`src/rtl/uart_rx_baud_generator_pkg.sv`:
```
// Shared eUSCI definitions for the receive baud-rate generator.
//  - BRG state encoding
//  - OS16 tick count / mid-tick, minimum LF bit period
//  - brgCfg_t: configuration captured at frame start
//  - phaseLen(): length of the next prescaler run (one LF half-bit or one OS16 tick)
package eusci_pkg;

  typedef enum logic {
    BRG_IDLE = 1'b0,
    BRG_RUN  = 1'b1
  } brgState_t;

  localparam int OS16_TICKS    = 16;
  localparam int OS16_MID      = 8;
  localparam int LF_MIN_PERIOD = 2;

  typedef struct packed {
    logic        os16;
    logic [15:0] brw;
    logic [3:0]  brf;
    logic [7:0]  brs;
  } brgCfg_t;

  // Prescaler run length = base + addOne cycles; base is never 0.
  typedef struct packed {
    logic [15:0] base;
    logic        addOne;
  } phaseLen_t;

  // tick: OS16 tick index 0..15. In LF mode only two phases exist and they
  // reuse the same field: 0 = low half of the bit, OS16_MID = high half.
  function automatic phaseLen_t phaseLen(brgCfg_t cfg, logic [2:0] idx, logic [3:0] tick);
    phaseLen_t   p;
    logic [16:0] n;
    p = '0;
    n = '0;
    if (cfg.os16) begin
      p.base   = (cfg.brw == 16'd0) ? 16'd1 : cfg.brw;
      p.addOne = (tick < cfg.brf) || ((tick == 4'(OS16_TICKS - 1)) && cfg.brs[idx]);
    end else begin
      // 17-bit sum: BRW=FFFF plus BRS bit gives 65536 without wrapping.
      n = {1'b0, cfg.brw} + {16'd0, cfg.brs[idx]};
      if (n < 17'(LF_MIN_PERIOD)) n = 17'(LF_MIN_PERIOD);
      // Both halves are <= 32768, so they fit the 16-bit base.
      if (tick >= 4'(OS16_MID)) p.base = 16'(n - (n >> 1));
      else                      p.base = 16'(n >> 1);
    end
    return p;
  endfunction

endpackage

```
`src/rtl/uart_rx_baud_generator_if.sv`:
```
// Bus between the receive baud-rate generator and the receive state machine.
//  config : wUCOS16, wUCBRW, wUCBRF, wUCBRS (sampled at frame start)
//  line   : Rx (async, idle high)
//  status : RxBusy (receiver frame in progress)
//  clock  : BITCLK, BitStart, BitSample, BRBusy (generator outputs)
// master = the generator, slave = the receiver / register side.
interface uart_rx_baud_generator_if;
  logic        wUCOS16;
  logic [15:0] wUCBRW;
  logic [3:0]  wUCBRF;
  logic [7:0]  wUCBRS;
  logic        Rx;
  logic        RxBusy;
  logic        BITCLK;
  logic        BitStart;
  logic        BitSample;
  logic        BRBusy;

  modport master (
    input  wUCOS16, wUCBRW, wUCBRF, wUCBRS, Rx, RxBusy,
    output BITCLK, BitStart, BitSample, BRBusy
  );

  modport slave (
    output wUCOS16, wUCBRW, wUCBRF, wUCBRS, Rx, RxBusy,
    input  BITCLK, BitStart, BitSample, BRBusy
  );
endinterface

```
`src/rtl/uart_rx_baud_generator_prescaler.sv`:
```
// brg_prescaler: loadable down-counter timing one LF half-bit or one OS16 tick.
//  MCLK, reset : clock, synchronous active-low reset
//  enable      : count and report terminal
//  load        : start a new run of (base + addOne) cycles; wins over counting
//  base        : run length, must be >= 1
//  addOne      : +1 cycle modulation
//  terminal    : high in the last cycle of a run
// A run loaded at edge X reports terminal before edge X + length.
module brg_prescaler (
  input  logic        MCLK,
  input  logic        reset,
  input  logic        enable,
  input  logic        load,
  input  logic [15:0] base,
  input  logic        addOne,
  output logic        terminal
);
  // Extra bit keeps base=FFFF plus addOne (65536 cycles) representable.
  logic [16:0] cnt;

  always_ff @(posedge MCLK) begin
    if (!reset)                       cnt <= '0;
    else if (load)                    cnt <= {1'b0, base} + {16'd0, addOne} - 17'd1;
    else if (enable && cnt != 17'd0)  cnt <= cnt - 17'd1;
  end

  assign terminal = enable && (cnt == 17'd0);
endmodule

```
`src/rtl/uart_rx_baud_generator.sv`:
```
// uart_rx_baud_generator: eUSCI UART receive-side bit clock generator.
// Detects the start-bit fall on Rx and produces BITCLK aligned to it:
// BITCLK falls at each bit start, rises at mid-bit where the receiver samples.
//  MCLK, reset : clock, synchronous active-low reset
//  bus.master  : config in, Rx/RxBusy in, BITCLK/BitStart/BitSample/BRBusy out
module uart_rx_baud_generator
  import eusci_pkg::*;
#(
  parameter int SYNC_STAGES = 2
) (
  input  logic                          MCLK,
  input  logic                          reset,
  uart_rx_baud_generator_if.master      bus
);

  logic [SYNC_STAGES-1:0] rxSync;
  logic [SYNC_STAGES-1:0] flushPipe;
  logic                   rxPrev, armed, startEdge;

  brgState_t  state, stateNext;
  brgCfg_t    cfgLat, cfgLive, cfgEff;
  phaseLen_t  nextLen;
  logic [2:0] idx, idxNext;
  logic [3:0] tick, tickNext;
  logic       firstBit, firstBitNext;
  logic       bitClk, bitStart, bitSample;
  logic       bitClkNext, bitStartNext, bitSampleNext;
  logic       load, terminal, lastPhase;

  // Synchronizer and start-edge detector. The detector arms only in IDLE and
  // takes one IDLE cycle to re-arm, so a line already low (break) when a frame
  // ends is not mistaken for a new start. After reset it also waits until the
  // reset-loaded ones have left the synchronizer.
  always_ff @(posedge MCLK) begin
    if (!reset) begin
      rxSync    <= '1;
      rxPrev    <= 1'b1;
      flushPipe <= '0;
      armed     <= 1'b0;
    end else begin
      rxSync    <= {rxSync[SYNC_STAGES-2:0], bus.Rx};
      rxPrev    <= rxSync[SYNC_STAGES-1];
      flushPipe <= {flushPipe[SYNC_STAGES-2:0], 1'b1};
      if (state == BRG_RUN)               armed <= 1'b0;
      else if (flushPipe[SYNC_STAGES-1])  armed <= 1'b1;
    end
  end

  assign startEdge = (state == BRG_IDLE) && armed && rxPrev && !rxSync[SYNC_STAGES-1];

  assign cfgLive = '{os16: bus.wUCOS16, brw: bus.wUCBRW, brf: bus.wUCBRF, brs: bus.wUCBRS};
  // The first run is loaded on the start edge, before cfgLat holds the new value.
  assign cfgEff  = (state == BRG_IDLE) ? cfgLive : cfgLat;

  assign lastPhase = cfgLat.os16 ? (tick == 4'(OS16_TICKS - 1)) : (tick >= 4'(OS16_MID));

  always_comb begin
    stateNext     = state;
    tickNext      = tick;
    idxNext       = idx;
    firstBitNext  = firstBit;
    bitClkNext    = bitClk;
    bitStartNext  = 1'b0;
    bitSampleNext = 1'b0;
    load          = 1'b0;
    case (state)
      BRG_IDLE: begin
        if (startEdge) begin
          stateNext    = BRG_RUN;
          tickNext     = '0;
          idxNext      = '0;
          firstBitNext = 1'b1;
          bitClkNext   = 1'b0;
          bitStartNext = 1'b1;
          load         = 1'b1;
        end
      end
      BRG_RUN: begin
        if (terminal) begin
          if (!lastPhase) begin
            // LF jumps straight to the high half; OS16 walks the ticks.
            tickNext = cfgLat.os16 ? tick + 4'd1 : 4'(OS16_MID);
            load     = 1'b1;
            if (tickNext == 4'(OS16_MID)) begin
              bitClkNext    = 1'b1;
              bitSampleNext = 1'b1;
            end
          end else if (!bus.RxBusy && !firstBit) begin
            // Start bit always completes: RxBusy only rises after its sample.
            stateNext  = BRG_IDLE;
            bitClkNext = 1'b1;
          end else begin
            tickNext     = '0;
            idxNext      = idx + 3'd1;
            firstBitNext = 1'b0;
            bitClkNext   = 1'b0;
            bitStartNext = 1'b1;
            load         = 1'b1;
          end
        end
      end
      default: stateNext = BRG_IDLE;
    endcase
    nextLen = phaseLen(cfgEff, idxNext, tickNext);
  end

  brg_prescaler uPrescaler (
    .MCLK     (MCLK),
    .reset    (reset),
    .enable   (state == BRG_RUN),
    .load     (load),
    .base     (nextLen.base),
    .addOne   (nextLen.addOne),
    .terminal (terminal)
  );

  always_ff @(posedge MCLK) begin
    if (!reset) begin
      state     <= BRG_IDLE;
      tick      <= '0;
      idx       <= '0;
      firstBit  <= 1'b0;
      cfgLat    <= '0;
      bitClk    <= 1'b1;
      bitStart  <= 1'b0;
      bitSample <= 1'b0;
    end else begin
      state     <= stateNext;
      tick      <= tickNext;
      idx       <= idxNext;
      firstBit  <= firstBitNext;
      bitClk    <= bitClkNext;
      bitStart  <= bitStartNext;
      bitSample <= bitSampleNext;
      if (startEdge) cfgLat <= cfgLive;
    end
  end

  assign bus.BITCLK    = bitClk;
  assign bus.BitStart  = bitStart;
  assign bus.BitSample = bitSample;
  assign bus.BRBusy    = (state == BRG_RUN);

endmodule

```
`src/flat_wrapper.sv`:
```
// flat-port wrapper written by rule: the top's interface ports become plain ports
module uart_rx_baud_generator_flat import eusci_pkg::*;
#(
  parameter int SYNC_STAGES = 2
)
  (MCLK, reset, bus_wUCOS16, bus_wUCBRW, bus_wUCBRF, bus_wUCBRS, bus_Rx, bus_RxBusy, bus_BITCLK, bus_BitStart, bus_BitSample, bus_BRBusy);
  uart_rx_baud_generator_if bus_i ();
  input  logic MCLK;
  input  logic reset;
  input wire logic [$bits(bus_i.wUCOS16)-1:0] bus_wUCOS16;
  input wire logic [$bits(bus_i.wUCBRW)-1:0] bus_wUCBRW;
  input wire logic [$bits(bus_i.wUCBRF)-1:0] bus_wUCBRF;
  input wire logic [$bits(bus_i.wUCBRS)-1:0] bus_wUCBRS;
  input wire logic [$bits(bus_i.Rx)-1:0] bus_Rx;
  input wire logic [$bits(bus_i.RxBusy)-1:0] bus_RxBusy;
  output wire logic [$bits(bus_i.BITCLK)-1:0] bus_BITCLK;
  output wire logic [$bits(bus_i.BitStart)-1:0] bus_BitStart;
  output wire logic [$bits(bus_i.BitSample)-1:0] bus_BitSample;
  output wire logic [$bits(bus_i.BRBusy)-1:0] bus_BRBusy;
  assign bus_i.wUCOS16 = bus_wUCOS16;
  assign bus_i.wUCBRW = bus_wUCBRW;
  assign bus_i.wUCBRF = bus_wUCBRF;
  assign bus_i.wUCBRS = bus_wUCBRS;
  assign bus_i.Rx = bus_Rx;
  assign bus_i.RxBusy = bus_RxBusy;
  assign bus_BITCLK = bus_i.BITCLK;
  assign bus_BitStart = bus_i.BitStart;
  assign bus_BitSample = bus_i.BitSample;
  assign bus_BRBusy = bus_i.BRBusy;
  uart_rx_baud_generator #(.SYNC_STAGES(SYNC_STAGES)) u_core (.MCLK(MCLK), .reset(reset), .bus(bus_i));
endmodule
```
`config.mk`:
```
export PLATFORM = sky130hd
export DESIGN_NAME = uart_rx_baud_generator_flat
export DESIGN_NICKNAME = d
export VERILOG_FILES = /design/src/rtl/uart_rx_baud_generator_pkg.sv /design/src/rtl/uart_rx_baud_generator_if.sv /design/src/rtl/uart_rx_baud_generator_prescaler.sv /design/src/rtl/uart_rx_baud_generator.sv /design/src/flat_wrapper.sv
export SDC_FILE = /design/constraint.sdc
export NUM_CORES = 1
export LEC_CHECK = 0
export CORE_ASPECT_RATIO = 0.5
export CORE_UTILIZATION = 55
export DETAILED_ROUTE_END_ITERATION = 8
export PLACE_DENSITY = 0.75
export SETUP_SLACK_MARGIN = 0.2
export SLEW_MARGIN = 30
export SYNTH_ARGS = -nofsm -noshare
export SYNTH_HDL_FRONTEND = slang
export SYNTH_HIERARCHICAL = 1
export SYNTH_SLANG_ARGS = --single-unit
export TNS_END_PERCENT = 5
```
`constraint.sdc`:
```
create_clock -name MCLK -period 8.68 [get_ports MCLK]
set_input_delay 1.736 -clock MCLK [delete_from_list [all_inputs] [get_ports MCLK]]
set_output_delay 1.736 -clock MCLK [all_outputs]
set_load 0.05 [all_outputs]
```
**Word level (Yosys, flattened, before mapping)**

Index checks and enable logic that the tools add are counted.

- Equality and inequality tests: 8
- Add/subtract/negate cells: 7
- Muxes and demuxes: 46
- Divide/modulo/power cells: 0
- Reductions and logical operators: 19
- Order comparisons: 5
- Bitwise logic cells: 3
- Shift-type cells: 0
- Multiply operators: 0

Operators with widths:

| cell | number |
|---|---|
| $mux W17 | 4 |
| $mux W16 | 3 |
| $add A16 B1 Y17 | 2 |
| $sub A17 B1 Y17 const B | 2 |
| $mux W29 | 1 |
| $mux W1 | 21 |
| $mux W4 | 5 |
| $logic_not A17 Y1 | 1 |
| $lt A17 B2 Y1 const B | 1 |
| $reduce_bool A17 Y1 | 1 |
| $logic_not A16 Y1 | 1 |
| $sub A16 B16 Y16 | 1 |
| $eq A4 B4 Y1 const B | 3 |
| $mux W3 | 4 |
| $pmux W1 S2 | 5 |
| $ge A4 B4 Y1 const B | 2 |
| $pmux W4 S2 | 1 |
| $logic_and A1 B1 Y1 | 7 |
| $ne A2 B2 Y1 const B | 3 |
| $pmux W3 S2 | 1 |
| $add A4 B1 Y4 const B | 1 |
| $lt A3 B4 Y1 const B | 1 |
| $lt A4 B4 Y1 | 1 |
| $reduce_and A4 Y1 | 1 |
| 11 further kinds | 15 |

- Output and inout port bits: 4
- Memory bits (read-only): 0
- Word-level logic and storage cells: 105
- Latch bits: 0
- Bits of input ports: 33
- RAM bits: 0
- Memories kept: 0
- Flip-flop bits (word level): 64

**Logic depth before layout (Yosys ltp)**

- Word-level depth: 18
- Mapped depth: 40
- Mapped depth without buffers: 39

**By module**

The synthesis kept the hierarchy.

Modules (own cells, without submodules):

| module | seq. area each (µm²) | times used | area an instance (µm²) | cells each |
|---|---|---|---|---|
| uart_rx_baud_generator | 940.9 | 1 | 3,950.0 | 499 |
| brg_prescaler | 340.3 | 1 | 1,313.8 | 169 |

**Least setup slack after synthesis**

OpenSTA, ideal clock, no wires.

- Path type: in2reg
- Start point: in bus_RxBusy
- End point: reg u_core.uPrescaler.cnt[15]
- Path buffers: 1
- Path slack: 0.834 ns
- Required time: 8.621 ns
- Cell stages on the path: 35
- Arrival time: 7.787 ns
- Library setup time: 0.059 ns
- Cell sequence: nor2_1 -> nor4_4 -> mux2_4 -> buf_12 -> mux2i_1 -> mux2i_1 -> mux2i_1 -> mux2i_1 -> ha_1 -> nand4_1 -> a22oi_1 -> nand2_1 -> xnor2_1 -> inv_1 -> ha_1 -> nor3b_1 -> nand3_1 -> nor3_1 -> nand4_2 -> nand2b_1 -> ha_1 -> fa_1 -> nor2b_1 -> o31ai_1 -> a21oi_1 -> a211oi_1 -> xnor2_1 -> nor2_1 -> a211oi_1 -> a21oi_1 -> nor4_1 -> nand3_1 -> or3_1 -> nand3_1 -> o211a_1

RTL lines:

| what | line | RTL |
|---|---|---|
| from (decl) | flat_wrapper.sv:15 | `input wire logic [$bits(bus_i.RxBusy)-1:0] bus_RxBusy;` |
| to (signal assigned) | uart_rx_baud_generator_prescaler.sv:23 | `else if (load) cnt <= {1'b0, base} + {16'd0, addOne} - 17'd1;` |
| to (signal assigned) | uart_rx_baud_generator_prescaler.sv:24 | `else if (enable && cnt != 17'd0) cnt <= cnt - 17'd1;` |
| to (decl) | uart_rx_baud_generator_prescaler.sv:19 | `logic [16:0] cnt;` |

==> out/metrics.cfg <==
[outcome]
status=finished clean

[critical_path]
cp-end-kind=register
critPathSlowestCell=mux2_2
cp-start-kind=register
critPathArrivalTime_ns=8.28
slowest_delay_ns=0.39
cp_max_fo=6
required_ns=8.96
path_class=register to register

[pwr]
power.share.clock=0.435
combPwrFrac=0.232
irDropWorstVdd_mv=0.123
power.leakage_nw=2.49
switching_share=0.295
power_density_nw_per_um2=147
p_switching_uw=270
p_seq_frac=0.333
intPower_uw=645

[routing]
wl_met1_um=6100
initialDrtViolationCount=450
vias_per_cell=6.10
dr.pass1.iters=5
vias=5087
antenna_left=0
wl_met2_um=6350
routed_wl_um=13700
wl_met3_um=1040
post_drt_wl_per_cell_um=16.5
drcViolationCount=0
highest_layer=met4

[yosys]
syn_area_um2=5260
synth_edf_count=0
synth_nets=729
ys_ff_latch=64
ys.flop_type=dfxtp_1
synth-seq-area-share=0.243
synth.distinct_cells=72
synth-async-reset-ratio=0
syn_area_per_cell_um2=7.88
yosysWarnings=6
syn_inst=668

[global_routing]
grtUsageTotal=0.277
grt_max_degree=66
grt_pass1_wl_um=21900
grt_overflow=0
antenna_found_initial=0
first_global_vias=4573

[floorplan]
io_pins=37
die_h_um=71.2
start_util=0.586
dieArea_um2=9990
dieWidth_um=140
core_um2=8980
row_count=24

[finish]
layout_commonest_cell=nand2_1
finalNetCount=773
design_area_um2=6250
stdcell_count=834
layout_common_cells=nand2_1 (105), dfxtp_1 (63), a21oi_1 (37), mux2i_1 (35), clkdlybuf4s50_1 (34)
drive_gt1_frac=0.127
antenna_cells=0
syn2layout_area_growth_pct=18.7

[timing]
setup_viol=0
max_slew.worst_pin.slew_ns=0.981
worst_slack_ns=0.676
final_hold_viol_count=0
setup_tns_ns=0
fin_skew_ns=0.00606
slew_headroom=0.346
rsz0062_at_grt=no
max_freq_mhz=125
finalCriticalPeriod_ns=8.00
maxSlewViolCount=0
fin_crit_sh=0.922

[clock_network]
clock_latency_ns=0.34
h-tree-depth=3
cts_root_buf=clkbuf_16
cts_tree=built
cts_buffers=9
cts_sinks=64
clk_path_buf_depth=2
cts.clk_slew.worst_paths_ns=0.06

[hold_path]
min_path_type=register to register

[placed_design]
pre_cts_ws_ns=0.0515
dp_cells=804
port_buffers=36
place.gp.congestion=0.898
post_dp_cell_area_um2=5690
dp.final_hpwl_um=9840

[run]
cap_violations=0

final timing paths:
check,startpoint,endpoint,slack (ns),cells past startpoint
setup / recovery,u_core/uPrescaler/cnt[0],u_core/uPrescaler/cnt[15],0.68,42
hold / removal,u_core/rxSync[0],u_core/rxSync[1],0.42,1
setup reg to reg,u_core/uPrescaler/cnt[0],u_core/uPrescaler/cnt[15],0.68,42
hold reg to reg,u_core/rxSync[0],u_core/rxSync[1],0.42,1
synthesized netlist by cell type (all sizes together) (3+ instances only):
cell,number,share of area
xnor2,22,0.037
inv,29,0.021
nor4,13,0.019
and3,7,0.0083
ha,27,0.064
nand3b,7,0.010
o21ai,18,0.017
nor2,29,0.021
nand2,108,0.077
dfxtp,64,0.24
a21oi,40,0.038
nand2b,14,0.017
nand3,23,0.022
nor3,21,0.023
a211oi,14,0.021
or3,6,0.0071
o311a,3,0.0057
and2,8,0.0095
mux2,5,0.011
nand4b,5,0.0083
a21o,6,0.0086
clkbuf,19,0.014
nand4,11,0.014
a21boi,32,0.048
o211a,6,0.011
o2111ai,3,0.0050
mux2i,37,0.073
nor3b,5,0.0071
buf,12,0.023
xor2,24,0.040
or4,5,0.0071
a22oi,6,0.0095
nor2b,5,0.0059
o21a,3,0.0043
o31ai,4,0.0057
area by class of cell:
class,instances,area [um^2]
tap,117,146
fill,725,2730
timing repair buffer,63,561
multi-input combinational,544,3820
clock inverter,7,103
inverter,30,113
sequential,64,1280
clock buffer,9,225
state kept, by name (all words and copies together) (netlist names):
register	cells
u_core/armed	1
u_core/bus.BITCLK	1
u_core/bus.BRBusy	1
u_core/bus.BitSample	1
u_core/bus.BitStart	1
u_core/cfgLat	29
u_core/firstBit	1
u_core/flushPipe	2
u_core/idx	3
u_core/rxPrev	1
u_core/rxSync	2
u_core/tick	4
u_core/uPrescaler/cnt	17
worst max-delay path, delay by kind of cell, from the launching register on:
kind	cells	cell delay, ns
DFF	1	0.31
and+or+nand+nor	19	3.20
muxes	5	1.01
xor gates and xnor gates	2	0.39
adders and majority gates	5	1.05
AOI/OAI and AO/OA	6	1.32
buffers and inverters	5	0.69
stage by stage:
stage          hold WS, ns  utilization  total power, mW
3_5_place_dp         0.415        0.634            0.502
2_1_floorplan        0.386            -            0.446
4_1_cts              0.430        0.671            0.903
3_3_place_gp         0.396        0.634            0.501
6_report             0.423        0.696            0.915
5_1_grt              0.436        0.696            0.955
cells by family after synthesis:
| logic type | count (synthesis) | synth area share |
|---|---|---|
| AOI/OAI and AO/OA | 152 | 0.200 |
| xor gates and xnor gates | 46 | 0.0765 |
| and+or+nand+nor | 275 | 0.270 |
| buffers and inverters | 61 | 0.0580 |
| muxes | 42 | 0.0841 |
| DFF | 64 | 0.243 |
| adders and majority gates | 28 | 0.0680 |
power by group through the flow:
stage | logic, mW | registers, mW | clock network, mW
3_3_place_gp | 0.191 | 0.310 | 0
6_report | 0.213 | 0.304 | 0.398
2_1_floorplan | 0.136 | 0.310 | 0
3_5_place_dp | 0.191 | 0.311 | 0
4_1_cts | 0.193 | 0.304 | 0.406
5_1_grt | 0.231 | 0.305 | 0.419
timing repair:
action,CTS,global route
gates resized for setup,0,27
endpoints found under the hold margin,0,0
hold buffers,0,0
setup endpoints to repair,0,11
setup buffers,0,13
per-layer routing:
metal | up-vias | track usage
li1 | 2494 | -
met1 | 2358 | 0.366
met2 | 202 | 0.467
met3 | 33 | 0.0609
met4 | 0 | 0.0598
met5 | - | 0
Note: power is estimated with default switching activity, not from simulation.
